==> config.mk <==
export PLATFORM = sky130hd
export DESIGN_NAME = ex_flat
export DESIGN_NICKNAME = d
export VERILOG_FILES = /design/src/rtl/ex_pkg.sv /design/src/rtl/ex_if.sv /design/src/rtl/ex_div.sv /design/src/rtl/ex.sv /design/src/flat_wrapper.sv
export SDC_FILE = /design/constraint.sdc
export NUM_CORES = 1
export LEC_CHECK = 0
export ABC_AREA = 1
export CAP_MARGIN = 40
export CORE_ASPECT_RATIO = 1.1
export CORE_UTILIZATION = 55
export DETAILED_ROUTE_END_ITERATION = 10
export PLACE_DENSITY = 0.87
export SKIP_LAST_GASP = 1
export SYNTH_ARGS = -nofsm -noshare
export SYNTH_HDL_FRONTEND = slang
export SYNTH_SLANG_ARGS = --single-unit
==> constraint.sdc <==
create_clock -name clk -period 7.6 [get_ports clk]
set_input_delay 1.52 -clock clk [delete_from_list [all_inputs] [get_ports clk]]
set_output_delay 1.52 -clock clk [all_outputs]
set_load 0.005 [all_outputs]
==> src/rtl/ex_pkg.sv <==
// Shared widths, operation codes and divider state encodings for the execute stage.
package ex_pkg;

    localparam int RegBus     = 32;
    localparam int RegAddrBus = 5;
    localparam int AluOpBus   = 8;
    localparam int AluSelBus  = 3;

    localparam logic [AluSelBus-1:0] EXE_RES_NOP   = 3'b000;
    localparam logic [AluSelBus-1:0] EXE_RES_LOGIC = 3'b001;
    localparam logic [AluSelBus-1:0] EXE_RES_SHIFT = 3'b010;
    localparam logic [AluSelBus-1:0] EXE_RES_MOVE  = 3'b011;
    localparam logic [AluSelBus-1:0] EXE_RES_ARITH = 3'b100;

    localparam logic [AluOpBus-1:0] EXE_AND_OP  = 8'h24;
    localparam logic [AluOpBus-1:0] EXE_OR_OP   = 8'h25;
    localparam logic [AluOpBus-1:0] EXE_XOR_OP  = 8'h26;
    localparam logic [AluOpBus-1:0] EXE_NOR_OP  = 8'h27;
    localparam logic [AluOpBus-1:0] EXE_SLL_OP  = 8'h7C;
    localparam logic [AluOpBus-1:0] EXE_SRL_OP  = 8'h02;
    localparam logic [AluOpBus-1:0] EXE_SRA_OP  = 8'h03;
    localparam logic [AluOpBus-1:0] EXE_ADDU_OP = 8'h21;
    localparam logic [AluOpBus-1:0] EXE_SUBU_OP = 8'h23;
    localparam logic [AluOpBus-1:0] EXE_SLT_OP  = 8'h2A;
    localparam logic [AluOpBus-1:0] EXE_SLTU_OP = 8'h2B;
    localparam logic [AluOpBus-1:0] EXE_MFHI_OP = 8'h10;
    localparam logic [AluOpBus-1:0] EXE_MFLO_OP = 8'h12;
    localparam logic [AluOpBus-1:0] EXE_DIV_OP  = 8'h1A;
    localparam logic [AluOpBus-1:0] EXE_DIVU_OP = 8'h1B;

    typedef enum logic [1:0] {
        DivFree   = 2'b00,
        DivByZero = 2'b01,
        DivOn     = 2'b10,
        DivEnd    = 2'b11
    } div_state_e;

    localparam logic DivStart          = 1'b1;
    localparam logic DivStop           = 1'b0;
    localparam logic DivResultReady    = 1'b1;
    localparam logic DivResultNotReady = 1'b0;

    // Magnitude of a possibly-signed operand; 0x80000000 maps to itself.
    function automatic logic [RegBus-1:0] magnitude(input logic is_signed, input logic [RegBus-1:0] v);
        return (is_signed && v[RegBus-1]) ? (~v + 32'd1) : v;
    endfunction

endpackage

==> src/rtl/ex_if.sv <==
// Decode/execute operands in, execute/memory results out, plus the flush from ctrl.
interface ex_if;
    import ex_pkg::*;

    logic                  flush;
    logic [AluOpBus-1:0]   aluop_i;
    logic [AluSelBus-1:0]  alusel_i;
    logic [RegBus-1:0]     reg1_i;
    logic [RegBus-1:0]     reg2_i;
    logic [RegAddrBus-1:0] wd_i;
    logic                  wreg_i;
    logic [RegBus-1:0]     hi_i;
    logic [RegBus-1:0]     lo_i;
    logic                  mem_whilo_i;
    logic [RegBus-1:0]     mem_hi_i;
    logic [RegBus-1:0]     mem_lo_i;
    logic [RegAddrBus-1:0] wd_o;
    logic                  wreg_o;
    logic [RegBus-1:0]     wdata_o;
    logic                  whilo_o;
    logic [RegBus-1:0]     hi_o;
    logic [RegBus-1:0]     lo_o;
    logic                  stallreq_o;

    modport master (
        output flush, aluop_i, alusel_i, reg1_i, reg2_i, wd_i, wreg_i,
               hi_i, lo_i, mem_whilo_i, mem_hi_i, mem_lo_i,
        input  wd_o, wreg_o, wdata_o, whilo_o, hi_o, lo_o, stallreq_o
    );

    modport slave (
        input  flush, aluop_i, alusel_i, reg1_i, reg2_i, wd_i, wreg_i,
               hi_i, lo_i, mem_whilo_i, mem_hi_i, mem_lo_i,
        output wd_o, wreg_o, wdata_o, whilo_o, hi_o, lo_o, stallreq_o
    );

endinterface

==> src/rtl/ex_div.sv <==
// Iterative restoring divider, one quotient bit per cycle: result 33 cycles after start
// (2 for a zero divisor), held in END until start drops; annul aborts at any time.
module ex_div
    import ex_pkg::*;
(
    input  logic              clk,
    input  logic              rst,
    input  logic              signed_div_i,
    input  logic [RegBus-1:0] opdata1_i,
    input  logic [RegBus-1:0] opdata2_i,
    input  logic              start_i,
    input  logic              annul_i,
    output logic [63:0]       result_o,
    output logic              ready_o
);

    div_state_e  state_q, state_d;
    logic [5:0]  cnt_q, cnt_d;
    // [64:32] partial remainder, [31:0] unconsumed dividend bits / quotient bits
    logic [64:0] dividend_q, dividend_d;
    logic [31:0] divisor_q, divisor_d;
    logic        neg_quo_q, neg_quo_d;
    logic        neg_rem_q, neg_rem_d;

    logic [33:0] diff;
    logic [64:0] step;
    logic [31:0] quo_fix;
    logic [31:0] rem_fix;

    always_comb begin
        diff    = {dividend_q[64:32], dividend_q[31]} - {2'b00, divisor_q};
        step    = diff[33] ? {dividend_q[63:0], 1'b0}
                           : {diff[32:0], dividend_q[30:0], 1'b1};
        quo_fix = neg_quo_q ? (~step[31:0] + 32'd1) : step[31:0];
        rem_fix = neg_rem_q ? (~step[63:32] + 32'd1) : step[63:32];
    end

    always_comb begin
        state_d    = state_q;
        cnt_d      = cnt_q;
        dividend_d = dividend_q;
        divisor_d  = divisor_q;
        neg_quo_d  = neg_quo_q;
        neg_rem_d  = neg_rem_q;

        case (state_q)
            DivFree: begin
                if (start_i == DivStart) begin
                    if (opdata2_i == '0) begin
                        state_d    = DivByZero;
                        dividend_d = '0;
                    end else begin
                        state_d    = DivOn;
                        cnt_d      = '0;
                        dividend_d = {33'd0, magnitude(signed_div_i, opdata1_i)};
                        divisor_d  = magnitude(signed_div_i, opdata2_i);
                        neg_quo_d  = signed_div_i & (opdata1_i[31] ^ opdata2_i[31]);
                        neg_rem_d  = signed_div_i & opdata1_i[31];
                    end
                end
            end
            DivOn: begin
                if (cnt_q == 6'd31) begin
                    // Sign correction folds into the final step.
                    dividend_d = {1'b0, rem_fix, quo_fix};
                    cnt_d      = '0;
                    state_d    = DivEnd;
                end else begin
                    dividend_d = step;
                    cnt_d      = cnt_q + 6'd1;
                end
            end
            DivByZero: begin
                state_d = DivEnd;
            end
            DivEnd: begin
                if (start_i == DivStop) begin
                    state_d = DivFree;
                end
            end
            default: begin
                state_d = DivFree;
            end
        endcase

        if (annul_i) begin
            state_d = DivFree;
            cnt_d   = '0;
        end
    end

    always_ff @(posedge clk) begin
        if (rst) begin
            state_q    <= DivFree;
            cnt_q      <= '0;
            dividend_q <= '0;
            divisor_q  <= '0;
            neg_quo_q  <= 1'b0;
            neg_rem_q  <= 1'b0;
        end else begin
            state_q    <= state_d;
            cnt_q      <= cnt_d;
            dividend_q <= dividend_d;
            divisor_q  <= divisor_d;
            neg_quo_q  <= neg_quo_d;
            neg_rem_q  <= neg_rem_d;
        end
    end

    assign ready_o  = (state_q == DivEnd) ? DivResultReady : DivResultNotReady;
    assign result_o = dividend_q[63:0];

endmodule

==> src/rtl/ex.sv <==
// OpenMIPS execute stage: combinational ALU results in the issue cycle; divides stall
// the pipeline via stallreq_o until the divider delivers hi/lo.
module ex
    import ex_pkg::*;
(
    input  logic clk,
    input  logic rst,
    ex_if.slave  bus
);

    logic              is_div;
    logic [RegBus-1:0] logic_res;
    logic [RegBus-1:0] shift_res;
    logic [RegBus-1:0] arith_res;
    logic [RegBus-1:0] move_res;
    logic [RegBus-1:0] wdata;
    logic [RegBus-1:0] hi_src;
    logic [RegBus-1:0] lo_src;
    logic              slt_res;
    logic              sltu_res;
    logic              div_start;
    logic              div_ready;
    logic [63:0]       div_result;

    assign is_div   = (bus.aluop_i == EXE_DIV_OP) || (bus.aluop_i == EXE_DIVU_OP);
    assign hi_src   = bus.mem_whilo_i ? bus.mem_hi_i : bus.hi_i;
    assign lo_src   = bus.mem_whilo_i ? bus.mem_lo_i : bus.lo_i;
    assign slt_res  = $signed(bus.reg1_i) < $signed(bus.reg2_i);
    assign sltu_res = bus.reg1_i < bus.reg2_i;

    always_comb begin
        logic_res = '0;
        shift_res = '0;
        arith_res = '0;
        move_res  = '0;
        case (bus.aluop_i)
            EXE_AND_OP:  logic_res = bus.reg1_i & bus.reg2_i;
            EXE_OR_OP:   logic_res = bus.reg1_i | bus.reg2_i;
            EXE_XOR_OP:  logic_res = bus.reg1_i ^ bus.reg2_i;
            EXE_NOR_OP:  logic_res = ~(bus.reg1_i | bus.reg2_i);
            EXE_SLL_OP:  shift_res = bus.reg2_i << bus.reg1_i[4:0];
            EXE_SRL_OP:  shift_res = bus.reg2_i >> bus.reg1_i[4:0];
            EXE_SRA_OP:  shift_res = $unsigned($signed(bus.reg2_i) >>> bus.reg1_i[4:0]);
            EXE_ADDU_OP: arith_res = bus.reg1_i + bus.reg2_i;
            EXE_SUBU_OP: arith_res = bus.reg1_i - bus.reg2_i;
            EXE_SLT_OP:  arith_res = {31'd0, slt_res};
            EXE_SLTU_OP: arith_res = {31'd0, sltu_res};
            EXE_MFHI_OP: move_res  = hi_src;
            EXE_MFLO_OP: move_res  = lo_src;
            default: ;
        endcase
    end

    always_comb begin
        wdata = '0;
        case (bus.alusel_i)
            EXE_RES_LOGIC: wdata = logic_res;
            EXE_RES_SHIFT: wdata = shift_res;
            EXE_RES_MOVE:  wdata = move_res;
            EXE_RES_ARITH: wdata = arith_res;
            default:       wdata = '0;
        endcase
    end

    // start drops while ready is high, so END always returns to IDLE before a new divide.
    assign div_start = is_div & ~div_ready & ~bus.flush;

    ex_div u_div (
        .clk          (clk),
        .rst          (rst),
        .signed_div_i (bus.aluop_i == EXE_DIV_OP),
        .opdata1_i    (bus.reg1_i),
        .opdata2_i    (bus.reg2_i),
        .start_i      (div_start),
        .annul_i      (bus.flush),
        .result_o     (div_result),
        .ready_o      (div_ready)
    );

    always_comb begin
        bus.wd_o       = bus.wd_i;
        bus.wreg_o     = bus.wreg_i & ~is_div;
        bus.wdata_o    = wdata;
        bus.whilo_o    = is_div & div_ready;
        bus.hi_o       = bus.whilo_o ? div_result[63:32] : '0;
        bus.lo_o       = bus.whilo_o ? div_result[31:0] : '0;
        bus.stallreq_o = is_div & ~div_ready;
        if (rst) begin
            bus.wd_o       = '0;
            bus.wreg_o     = 1'b0;
            bus.wdata_o    = '0;
            bus.whilo_o    = 1'b0;
            bus.hi_o       = '0;
            bus.lo_o       = '0;
            bus.stallreq_o = 1'b0;
        end
    end

endmodule

==> src/flat_wrapper.sv <==
// flat-port wrapper written by rule: the top's interface ports become plain ports
module ex_flat import ex_pkg::*;
  (clk, rst, bus_flush, bus_aluop_i, bus_alusel_i, bus_reg1_i, bus_reg2_i, bus_wd_i, bus_wreg_i, bus_hi_i, bus_lo_i, bus_mem_whilo_i, bus_mem_hi_i, bus_mem_lo_i, bus_wd_o, bus_wreg_o, bus_wdata_o, bus_whilo_o, bus_hi_o, bus_lo_o, bus_stallreq_o);
  ex_if bus_i ();
  input  logic clk;
  input  logic rst;
  input wire logic [$bits(bus_i.flush)-1:0] bus_flush;
  input wire logic [$bits(bus_i.aluop_i)-1:0] bus_aluop_i;
  input wire logic [$bits(bus_i.alusel_i)-1:0] bus_alusel_i;
  input wire logic [$bits(bus_i.reg1_i)-1:0] bus_reg1_i;
  input wire logic [$bits(bus_i.reg2_i)-1:0] bus_reg2_i;
  input wire logic [$bits(bus_i.wd_i)-1:0] bus_wd_i;
  input wire logic [$bits(bus_i.wreg_i)-1:0] bus_wreg_i;
  input wire logic [$bits(bus_i.hi_i)-1:0] bus_hi_i;
  input wire logic [$bits(bus_i.lo_i)-1:0] bus_lo_i;
  input wire logic [$bits(bus_i.mem_whilo_i)-1:0] bus_mem_whilo_i;
  input wire logic [$bits(bus_i.mem_hi_i)-1:0] bus_mem_hi_i;
  input wire logic [$bits(bus_i.mem_lo_i)-1:0] bus_mem_lo_i;
  output wire logic [$bits(bus_i.wd_o)-1:0] bus_wd_o;
  output wire logic [$bits(bus_i.wreg_o)-1:0] bus_wreg_o;
  output wire logic [$bits(bus_i.wdata_o)-1:0] bus_wdata_o;
  output wire logic [$bits(bus_i.whilo_o)-1:0] bus_whilo_o;
  output wire logic [$bits(bus_i.hi_o)-1:0] bus_hi_o;
  output wire logic [$bits(bus_i.lo_o)-1:0] bus_lo_o;
  output wire logic [$bits(bus_i.stallreq_o)-1:0] bus_stallreq_o;
  assign bus_i.flush = bus_flush;
  assign bus_i.aluop_i = bus_aluop_i;
  assign bus_i.alusel_i = bus_alusel_i;
  assign bus_i.reg1_i = bus_reg1_i;
  assign bus_i.reg2_i = bus_reg2_i;
  assign bus_i.wd_i = bus_wd_i;
  assign bus_i.wreg_i = bus_wreg_i;
  assign bus_i.hi_i = bus_hi_i;
  assign bus_i.lo_i = bus_lo_i;
  assign bus_i.mem_whilo_i = bus_mem_whilo_i;
  assign bus_i.mem_hi_i = bus_mem_hi_i;
  assign bus_i.mem_lo_i = bus_mem_lo_i;
  assign bus_wd_o = bus_i.wd_o;
  assign bus_wreg_o = bus_i.wreg_o;
  assign bus_wdata_o = bus_i.wdata_o;
  assign bus_whilo_o = bus_i.whilo_o;
  assign bus_hi_o = bus_i.hi_o;
  assign bus_lo_o = bus_i.lo_o;
  assign bus_stallreq_o = bus_i.stallreq_o;
  ex u_core (.clk(clk), .rst(rst), .bus(bus_i));
endmodule
Word level (Yosys, flattened, before mapping). Cells that the tools add are included.

Register bits: 107. Latch bits: 0. Bits in writable memories: 0. ROM bits: 0. Bits of input ports: 213. Output and inout port bits: 104. Word-level logic and storage cells: 111. Memories: 0.

Add/sub/neg operators: 8. $mul: 0. Div/mod/pow operators: 0. Order comparisons: 2. Equal/unequal tests: 27. Shifts and indexed selects: 3. Mux-type cells: 35. Bitwise operators: 19. Reduce and logical (&&, ||, !) cells: 11.

Operators by type and width (count): $mux W32 (12); $pmux W32 S4 (3); $mux W65 (3); $not A32 Y32 (5); $pmux W65 S2 (1); $add A32 B1 Y32 const B (4); $pmux W32 S3 (1); $eq A8 B6 Y1 const B (8); $lt A32 B32 Y1 (2); $pmux W32 S2 (1); $sub A34 B32 Y34 (1); $add A32 B32 Y32 (1); $and A32 B32 Y32 (1); $eq A8 B5 Y1 const B (4); $logic_not A32 Y1 (1); $or A32 B32 Y32 (1); $shl A32 B5 Y32 (1); $shr A32 B5 Y32 (1); $sshr A32 B5 Y32 (1); $sub A32 B32 Y32 (1); $xor A32 B32 Y32 (1); $mux W6 (3); $eq A8 B2 Y1 const B (2); $pmux W6 S2 (1); other kinds (23) (45).

Longest topological paths before layout.
Depth in word-level cells: 7. Gate-level depth with buffers: 31. Depth with buffers taken out: 30.

Modules after synthesis. A second synthesis with hierarchy kept.

Cells, all modules: 4504. Area, all modules: 23667.7 sq um.

Modules (own cells, without submodules): ex (instances 1, cells an instance 2677, area each 12747.2 sq um); ex_div (instances 1, cells an instance 1827, area each 10920.5 sq um).

Least setup slack after synthesis. OpenSTA, ideal clock, no wires.

Path type: input to output. Start: in bus_reg1_i[2]. End: out bus_wdata_o[25]. Arrival: 4.451 ns. Setup slack: 1.629 ns. Stages: 23. Buffers on the path: 3. Cells stage by stage: inv_1 > clkbuf_1 > clkbuf_1 > clkbuf_1 > ha_1 > a21oi_1 > nand2_1 > a21oi_1 > o21ai_0 > a21oi_1 > inv_1 > nand2_1 > nand2_1 > nand2_1 > nand2_1 > a21o_1 > nand2_1 > nand2_1 > nand2_1 > nand3_1 > nand2_1 > nand2_1 > a21oi_1.

Word-level cells in the longest chain between the ends: 4. Elaborated cells on any way between the ends: 9.

RTL lines: start, declared (RTL line flat_wrapper.sv:10) `input wire logic [$bits(bus_i.reg1_i)-1:0] bus_reg1_i;`; $sub A32 B32 Y32 (tied with other cells) (RTL line ex.sv:45) `EXE_SUBU_OP: arith_res = bus.reg1_i - bus.reg2_i;`; $pmux W32 S4 or $pmux W32 S3 (tied branches) (RTL line ex.sv:36) `case (bus.aluop_i)`; $pmux W32 S4 * (RTL line ex.sv:56) `case (bus.alusel_i)`; $mux W32 * (RTL line ex.sv:88) `if (rst) begin`; end, declared (RTL line flat_wrapper.sv:21) `output wire logic [$bits(bus_i.wdata_o)-1:0] bus_wdata_o;`.

Mark *: on every way between the ends. The rest lies on a longest branch, timed or not.

Worst setup path after layout.
Start: in bus_reg2_i[1]. End: out bus_wdata_o[29].

Word-level cells in the longest chain between the ends: 4. Elaborated cells on any way between the ends: 9.

RTL lines: start, declared (RTL line flat_wrapper.sv:11) `input wire logic [$bits(bus_i.reg2_i)-1:0] bus_reg2_i;`; $sub A32 B32 Y32 (tied with other cells) (RTL line ex.sv:45); $pmux W32 S4 or $pmux W32 S3 (tied branches) (RTL line ex.sv:36); $pmux W32 S4 * (RTL line ex.sv:56); $mux W32 * (RTL line ex.sv:88).

Marks and branches as above.

==> results.toml <==
[run_status]
status = "finished clean"

[grt]
antenna_found_initial = 6
grt_pass1_wl_um = 146000
grt_overflow_total = 0
grt_util_met3 = 0.122
grt_max_degree = 66
met1_usage = 0.554
globalRoute.busiestLayer = "met2"
use_met2 = 0.764
grt_pass1_vias = 25400
grt_usage = 0.494

[sta]
fin_ws_ns = 0.308
period_share = 0.959
maxSlewHeadroom = 0.301
tns_ns = 0
hold_viol = 0
report.final.slew_viol_count = 0
final.min_clock_period_ns = 7.29
worst-slew-pin-transition_ns = 1.04
fin_skew_ns = 0.00892
report.final.setup_viol = 0
max_freq_ghz = 0.137
rsz0062_at_grt = "no"

[flow_run]
drv_cap = 0

[floorplanning]
core-area_sq_um = 37000
core.rowCount = 74
die_w_um = 187
start_util = 0.558
dieArea_sq_um = 38300
io_pins = 317
die_y_um = 205

[routing]
viasPerCell = 6.09
firstDrtPassIters = 9
post-route-drc-count = 0
drt-total-wl_um = 97600
drtAntennaViolNets = 0
drt_iter0_drc = 3772
wl_per_cell_um = 21.3
num_vias = 27900

[clock_tree]
clock_sinks = 107
cts_buffers = 9
cts_tree = "yes"
clock_path_buffers = 2
root_buffer = "clkbuf_16"
holdBufCountCts = 0
h-tree-depth = 3
insertion_delay_ns = 0.38
path_clk_slew_ns = 0.07
post_cts_resize_count = 0
postCtsSetupRepairBufs = 0

[power]
power_density_nw_per_um2 = 85.2
p_total_mw = 2.12
peakVddDrop_mv = 0.137
leakage_nw = 11.8

[synth]
synthArstFlopShare = 0
synth.most_common_cell = "nand2_1"
ys.flop_type = "dfxtp_1"
synth_area_sq_um = 20600
ys_types = 64
ys_seq_area_frac = 0.104
synth_edf_count = 0
syn_nets = 4156
ys_warn_count = 0
ys_ff_latch = 107
yosys.area.top_type = "nand2_1"
synth_area_per_cell_sq_um = 5.43
synth_top_area_share = 0.185
synthCells = 3804
synth_area_leaders = "nand2_1 19%, dfxtp_1 10%, inv_1 9.4%, ha_1 8.2%, a21oi_1 8.0%"
synth_common_cells = "1019 x nand2_1, 517 x inv_1, 371 x nor2_1"

[hold_path]
hold_class = "reg -> reg"

[place]
dp_cells = 4555
io_buffers = 316
placed_area_sq_um = 24600
place_hpwl_um = 77900
place_congestion = 1.14
dp_slack_ns = 0.379

[final_layout]
fill_cells = 3528
nets = 4425
syn_to_final_growth_pct = 20.7
drive_above_1_share = 0.0581
fin_area_sq_um = 24900
fin_cells = 4574

[critical_path]
worst-path-buf-inv = 4
critPathTopFamily = "buffers and inverters"
crit_slowest_cell = "clkdlybuf4s50_1"
end_kind = "output pin"
cp.arrival_ns = 5.77
cp_common_cell = "nand3_1"
critPathKind = "in -> out"
critPathRequiredTime_ns = 6.08
cp-start-kind = "primary input"
crit_fanout = 6
worstPathCellList = "clkdlybuf4s50_1 -> inv_1 -> ha_1 -> nand3_1 -> nand2_1 -> a21oi_1 -> o21ai_0 -> buf_4 -> nand3_1 -> nand3_1 -> a21o_1 -> a31oi_1 -> nor2_1 -> o21ai_0 -> nand2_1 -> a21oi_1 -> clkdlybuf4s50_1"
slowest_delay_ns = 0.71
sequential cells by signal (all words and copies together) (netlist names):
signal,cells
u_core.u_div.dividend_q,65
u_core.u_div.cnt_q,6
u_core.u_div.divisor_q,32
u_core.u_div.state_q,2
u_core.u_div.neg_quo_q,1
u_core.u_div.neg_rem_q,1
where the power goes:
| part | leakage, nW | internal, mW | switching (mW) |
|---|---|---|---|
| Combinational | 10.8 | 0.363 | 0.685 |
| Clock | 0.156 | 0.283 | 0.225 |
| Sequential | 0.862 | 0.564 | 0.00349 |
metal layers:
metal  up-vias  share of wire
met4         2           0.11
met3       514           0.12
met1     12200           0.35
met2      1975           0.42
met5         -        0.00013
li1      13100              -
cells in the final DEF, fill, tap and decap left out, types with 10 or more instances in the layout:
cell / count
a21oi_1: 328
a221oi_1: 38
a22o_1: 17
a31oi_1: 50
buf_4: 114
clkdlybuf4s50_1: 311
clkinv_1: 11
dfxtp_1: 107
ha_1: 136
inv_1: 516
mux2i_1: 21
nand2_1: 1019
nand2_2: 22
nand3_1: 194
nand4_1: 32
nor2_1: 368
nor2_2: 10
nor3_1: 44
nor4_1: 16
o211ai_1: 29
o21ai_0: 327
o21ai_1: 14
o21bai_1: 11
o22ai_1: 60
or2_2: 14
xnor2_1: 13
xor2_1: 75
layout make-up:
cell class                 instances  area [sq um]  area share
sequential                       107          2140      0.0859
clock inverter                     3          43.8     0.00176
timing repair buffer             432          4010       0.161
multi-input combinational       2988         15800       0.635
clock buffer                      13           270      0.0108
inverter                         535          2010      0.0806
antenna                            2          5.00    0.000201
tap                              494           618      0.0248
path summary, 6_finish.rpt:
path              slack [ns]                          end                   startpoint  depth (start not counted)
setup / recovery        0.31              bus_wdata_o[29]                bus_reg2_i[1]                         17
setup reg to reg        2.75  u_core.u_div.dividend_q[28]  u_core.u_div.dividend_q[57]                         24
hold / removal          0.48    u_core.u_div.divisor_q[9]    u_core.u_div.divisor_q[9]                          2
hold reg to reg         0.48    u_core.u_div.divisor_q[9]    u_core.u_div.divisor_q[9]                          2
tightest hold or removal path, delay by kind of cell (launching register included):
family                 cells  cell delay, ns
flip-flops                 1            0.30
AO/OA/AOI/OAI              1            0.06
buffers and inverters      1            0.07
through the flow:
stage               utilization  hold slack, ns
global placement          0.664           0.450
CTS                       0.673           0.477
detailed placement        0.664           0.453
finish                    0.673           0.476
floorplan                     -           0.430
global route              0.673           0.489
logic make-up (layout without fill, tap and decap cells):
family | count (synthesis) | in the layout | share of synthesized area
muxes | 21 | 21 | 0.0102
and+or+nand+nor | 1770 | 1770 | 0.361
other | 0 | 2 | 0
xor gates and xnor gates | 88 | 88 | 0.0373
buffers and inverters | 709 | 983 | 0.132
DFF | 107 | 107 | 0.104
AOI/OAI and AO/OA | 970 | 970 | 0.271
adders and majority gates | 139 | 139 | 0.0853
No activity file was read; power rests on OpenSTA's default activity.
